==> src/rtl/mips_alu_pkg.sv <==
// Shared defaults for the pipelined N:1 mux family and a constant-evaluable
// ceil(log2) helper used for select-width defaults and legality checks.
package mips_alu_pkg;

  localparam int ALU_WIDTH = 16;
  localparam int ALU_MUX_N = 16;

  function automatic int clog2(input int v);
    int r;
    r = 0;
    for (int i = 0; i < 31; i++) begin
      if ((1 << i) < v) r = i + 1;
    end
    return r;
  endfunction

endpackage

==> src/rtl/pipe_mux_n_grp4.sv <==
// mux_grp4: purely combinational 4:1 word select; one instance per group of
// four inputs in the first pipeline stage of pipe_mux_n.
module mux_grp4
  import mips_alu_pkg::*;
#(
  parameter int WIDTH = ALU_WIDTH
) (
  input  logic [4*WIDTH-1:0] in_data,
  input  logic [1:0]         in_sel,
  output logic [WIDTH-1:0]   out_data
);

  always_comb begin
    out_data = in_data[WIDTH-1:0];
    case (in_sel)
      2'd0: out_data = in_data[0*WIDTH +: WIDTH];
      2'd1: out_data = in_data[1*WIDTH +: WIDTH];
      2'd2: out_data = in_data[2*WIDTH +: WIDTH];
      2'd3: out_data = in_data[3*WIDTH +: WIDTH];
      default: out_data = in_data[0*WIDTH +: WIDTH];
    endcase
  end

endmodule

==> src/rtl/pipe_mux_n.sv <==
// pipe_mux_n: two-stage valid/ready N_IN:1 mux (groups of four, then group pick).
// Define PIPE_MUX_ERR_STICKY_EN to make out_err a sticky flag cleared by clr_err.
module pipe_mux_n
  import mips_alu_pkg::*;
#(
  parameter int WIDTH = ALU_WIDTH,
  parameter int N_IN  = ALU_MUX_N,
  parameter int SEL_W = clog2(ALU_MUX_N)
) (
  input  logic                  clk,
  input  logic                  rst,
  input  logic [N_IN*WIDTH-1:0] in_data,
  input  logic [SEL_W-1:0]      in_sel,
  input  logic                  in_valid,
  output logic                  in_ready,
  output logic [WIDTH-1:0]      out_data,
  output logic                  out_valid,
  input  logic                  out_ready,
  output logic                  out_err,
  input  logic                  clr_err
);

  localparam int NG   = N_IN / 4;
  localparam int HI_W = (SEL_W > 2) ? SEL_W - 2 : 1;

  generate
    if ((N_IN % 4) != 0 || N_IN < 4 || N_IN > 64) begin : g_bad_n
      $error("pipe_mux_n: N_IN must be a multiple of 4 in 4..64");
    end
    if (SEL_W != clog2(N_IN)) begin : g_bad_sel_w
      $error("pipe_mux_n: SEL_W must equal ceil(log2(N_IN))");
    end
  endgenerate

  logic [NG-1:0][WIDTH-1:0] grp_win;
  logic [HI_W-1:0]          sel_hi;
  logic                     in_err;

  logic                     v1_reg;
  logic [NG-1:0][WIDTH-1:0] s1_data_reg;
  logic [HI_W-1:0]          s1_hi_reg;
  logic                     s1_err_reg;

  logic                     v2_reg;
  logic [WIDTH-1:0]         s2_data_reg;
  logic                     s2_err_reg;
  logic [WIDTH-1:0]         s2_data_next;

  logic                     ld1;
  logic                     ld2;

  genvar gi;
  generate
    for (gi = 0; gi < NG; gi++) begin : g_grp
      mux_grp4 #(.WIDTH(WIDTH)) u_grp (
        .in_data (in_data[gi*4*WIDTH +: 4*WIDTH]),
        .in_sel  (in_sel[1:0]),
        .out_data(grp_win[gi])
      );
    end
    if (SEL_W > 2) begin : g_hi
      assign sel_hi = in_sel[SEL_W-1:2];
    end else begin : g_no_hi
      assign sel_hi = '0;
    end
  endgenerate

  // Out-of-range selects only exist when N_IN is not a power of two.
  assign in_err = (int'(in_sel) >= N_IN);

  assign ld2      = !v2_reg || out_ready;
  assign ld1      = !v1_reg || ld2;
  assign in_ready = !v1_reg || !v2_reg || out_ready;

  // A missing group yields zero, which is exactly the error-beat payload.
  always_comb begin
    s2_data_next = '0;
    for (int g = 0; g < NG; g++) begin
      if (s1_hi_reg == HI_W'(g)) s2_data_next = s1_data_reg[g];
    end
  end

  always_ff @(posedge clk) begin
    if (rst) begin
      v1_reg      <= 1'b0;
      s1_data_reg <= '0;
      s1_hi_reg   <= '0;
      s1_err_reg  <= 1'b0;
      v2_reg      <= 1'b0;
      s2_data_reg <= '0;
      s2_err_reg  <= 1'b0;
    end else begin
      if (ld1) begin
        v1_reg <= in_valid;
        if (in_valid) begin
          s1_data_reg <= grp_win;
          s1_hi_reg   <= sel_hi;
          s1_err_reg  <= in_err;
        end
      end
      if (ld2) begin
        v2_reg <= v1_reg;
        if (v1_reg) begin
          s2_data_reg <= s2_data_next;
          s2_err_reg  <= s1_err_reg;
        end
      end
    end
  end

  assign out_valid = v2_reg;
  assign out_data  = s2_data_reg;

`ifdef PIPE_MUX_ERR_STICKY_EN
  logic err_sticky_reg;

  // Set on emission of a tagged beat; set beats a coincident clear.
  always_ff @(posedge clk) begin
    if (rst) begin
      err_sticky_reg <= 1'b0;
    end else if (v2_reg && out_ready && s2_err_reg) begin
      err_sticky_reg <= 1'b1;
    end else if (clr_err) begin
      err_sticky_reg <= 1'b0;
    end
  end

  assign out_err = err_sticky_reg;
`else
  logic unused_clr_err;
  assign unused_clr_err = clr_err;
  assign out_err        = v2_reg && s2_err_reg;
`endif

endmodule

==> config.mk <==
export PLATFORM = sky130hd
export DESIGN_NAME = pipe_mux_n
export DESIGN_NICKNAME = d
export VERILOG_FILES = /design/src/rtl/mips_alu_pkg.sv /design/src/rtl/pipe_mux_n_grp4.sv /design/src/rtl/pipe_mux_n.sv
export SDC_FILE = /design/constraint.sdc
export NUM_CORES = 1
export LEC_CHECK = 0
export ABC_AREA = 0
export BUFFER_PORTS_ARGS = -buffer_cell sky130_fd_sc_hd__buf_2
export CORE_MARGIN = 1.5
export CORE_UTILIZATION = 29
export CTS_BUF_LIST = sky130_fd_sc_hd__clkbuf_4
export DETAILED_ROUTE_END_ITERATION = 8
export GPL_ROUTABILITY_DRIVEN = 0
export HOLD_SLACK_MARGIN = 0.06
export PLACE_DENSITY = 0.7
export SETUP_SLACK_MARGIN = 0.1
export SKIP_LAST_GASP = 1
export SYNTH_ARGS = -nofsm -noshare
export SYNTH_HDL_FRONTEND = slang
export SYNTH_SLANG_ARGS = --single-unit
==> constraint.sdc <==
create_clock -name clk -period 1.4 [get_ports clk]
set_input_delay 0.14 -clock clk [delete_from_list [all_inputs] [get_ports clk]]
set_output_delay 0.14 -clock clk [all_outputs]
set_load 0.05 [all_outputs]
==> impl_metrics.toml <==
[cts]
clock_latency_ns = 0.43
cts_tree = "yes"
cts.sink_count = 84
cts_max_level = 3
clkSlewWorstSetupHoldPaths_ns = 0.14
cts-root-buf = "clkbuf_4"
cts_buffers = 9
ctsLongestPathBuffers = 2

[detailed_routing]
vias = 4240
dr.pass1.iters = 4
wirelength_mm = 16.7
drc = 0
vias_per_cell = 5.11
drtAntennaViolNets = 0
wl_per_cell_um = 20.2
dr.first_iter.drc_count = 237

[worst_setup_path]
cp_slowest_cell = "dfxtp_4"
end_kind = "flop"
ff2ff_path_depth = 7
worst-r2r-setup-slack_ns = -0.15
cp_data_arrival_time_ns = 1.94
r2r-end = "s1_data_reg[18]"
criticalPathCategory = "reg2reg"
cp_common_cell = "buf_6"
critical_path_required_ns = 1.78
critPathMaxStageDelay_ns = 0.37
worst_setup_path_start_kind = "flop"
r2r-start = "out_valid"
crit_chain = "buf_6 > and3b_2 > buf_4 > nor3_4 > buf_6 > clkbuf_16 > a22o_1"
path_max_fanout = 11

[status]
outcome = "finished, violations left"
violations = "setup timing"

[synthesis]
syn_nets = 562
syn_inst = 297
ys_seq_area_share_pct = 36.6
ys_seq_elements = 84
synthDistinctLibCells = 20
yosysWarnings = 0
synth_area_leaders = "dfxtp_1 37%, mux4_2 36%, a22o_1 15%"
syn_area_per_cell_um2 = 15.5
syn_area_um2 = 4590
yosys.area.top_type = "dfxtp_1"
synth_top_area_share_pct = 36.6

[sta]
timing.fmax_ghz = 0.644
drv_slew = 0
fin_hold_ws_ns = 0.128
final.period_utilization_pct = 111
fin_ws_ns = -0.154
rsz0062_at_grt = "yes"
setup_viol = 65
finalHoldViolations = 0
skew_ns = 0.0153
min_period_ns = 1.55

[floorplanning]
pin_count = 284
die_w_um = 129
placementRows = 45
initial_core_util_pct = 30.0
die_y_um = 129
die_area_um2 = 16600
coreArea_um2 = 15300

[global_routing]
overflow = 0
grt_pass1_wl_mm = 23.8
grt_max_degree = 35
grt_usage_pct = 19.1
antenna_found_initial = 2
grt_pass1_vias = 4460

[placement]
dp_cells = 780
port_buffers = 281
place_hpwl_mm = 12.4

[layout]
layout.nets = 878
instances_no_fill = 830
areaGrowthSynthToFinish_pct = 55.5
n_fill_cell = 1397
layout-drive-gt1-share_pct = 70.1
largest_register_ffs = 64

[worst_hold_path]
hp-class = "in2reg"
hp-start = "in_data[195]"
hold_end = "s1_data_reg[51]"
hold_depth = 3

[flow_run]
maxCapViolCount = 0

[power_and_ir_drop]
p_leak_nw = 3.23
ir_drop_uv = 383
p_per_area_nw_per_um2 = 800
==> what timing repair did <==
item | CTS | global route
cloned | 9 | 9
gates resized for setup | 23 | 7
hold buffers | 5 | 0
pin swaps | 3 | 4
endpoints found under the setup margin | 82 | 82
buffers inserted | 8 | 3
hold endpoints to repair | 4 | 0
==> how the worst max path moves through the flow <==
stage | cells after the start | slack (ns) | start | endpoint
5_1_grt | 7 | -0.19 | out_valid | s1_data_reg[63]
3_3_place_gp | 4 | -0.15 | out_valid | out_data[14]
2_1_floorplan | 5 | -0.05 | out_valid | s1_data_reg[16]
4_1_cts | 4 | -0.13 | out_valid | in_ready
3_5_place_dp | 4 | -0.11 | out_valid | out_data[3]
6_report | 7 | -0.15 | out_valid | s1_data_reg[18]
==> layout by cell type, fill, tap and decap left out, types with 7 or more instances in the layout <==
master    count
buf_12       14
a22o_1       80
dfxtp_1      82
buf_2       278
buf_4        18
mux4_1        7
buf_16        9
mux4_2       73
clkbuf_4     11
buf_6         7
==> synthesized netlist by cell type <==
master and instances:
a21oi_1 4, a21oi_4 1, a22o_1 80, and3b_2 1
buf_2 11, buf_4 2, buf_6 14, clkbuf_1 7
conb_1 1, dfxtp_1 84, inv_2 2, mux4_1 7
mux4_2 73, nand2b_1 1, nand3_1 2, nor2_1 2
nor2b_1 1, nor3_4 1, nor3b_2 1, o21ai_0 2
==> logic make-up after synthesis <==
kind of cell,synth area share [%]
buffers and inverters,5.70
AOI/OAI and AO/OA,16.3
DFF,36.6
and+or+nand+nor,1.50
other,0.0817
muxes,39.8
==> layout make-up <==
class | instances | area, um^2 | share of cell area (%)
flip-flops and latches | 84 | 1690 | 23.7
clock buffers | 11 | 82.6 | 1.16
clock inverters | 5 | 60.1 | 0.841
well taps | 211 | 264 | 3.70
diodes | 1 | 2.50 | 0.0351
repair buffers | 339 | 2360 | 33.1
inverters | 2 | 12.5 | 0.175
multi-input cells | 177 | 2670 | 37.3
==> critical path: cells and delay by family, from the launching register on <==
kind                   cells  cell delay, ns
AO/OA/AOI/OAI              1            0.13
buffers and inverters      4            0.63
flip-flops                 1            0.37
AND/OR/NAND/NOR            2            0.38
==> where the power goes <==
group	switching, mW	total (mW)	internal, mW	leakage [nW]
registers	0.110	2.66	2.55	0.692
logic	0.621	1.62	0.999	2.46
clock network	0.837	1.43	0.593	0.0740
==> stage by stage <==
| stage | total power, mW | utilization, % | area, um^2 | worst slack [ns] | setup TNS (ns) |
|---|---|---|---|---|---|
| after CTS | 5.68 | 45.2 | 6920 | -0.132 | -4.72 |
| after global placement | 4.07 | 41.4 | 6330 | -0.147 | -1.87 |
| after floorplan | 3.49 | - | 4610 | -0.0491 | -2.93 |
| after detailed placement | 4.11 | 41.4 | 6330 | -0.107 | -3.35 |
| after global routing | 5.97 | 46.6 | 7140 | -0.185 | -10.47 |
| final | 5.71 | 46.6 | 7140 | -0.154 | -7.94 |
==> metal layers <==
layer	wire length (um)	global-route usage, %
met1	6900	23.5
met2	8500	34.6
met3	1070	2.99
met4	268	5.62
met5	0	0
(Power assumes the default switching activity.)
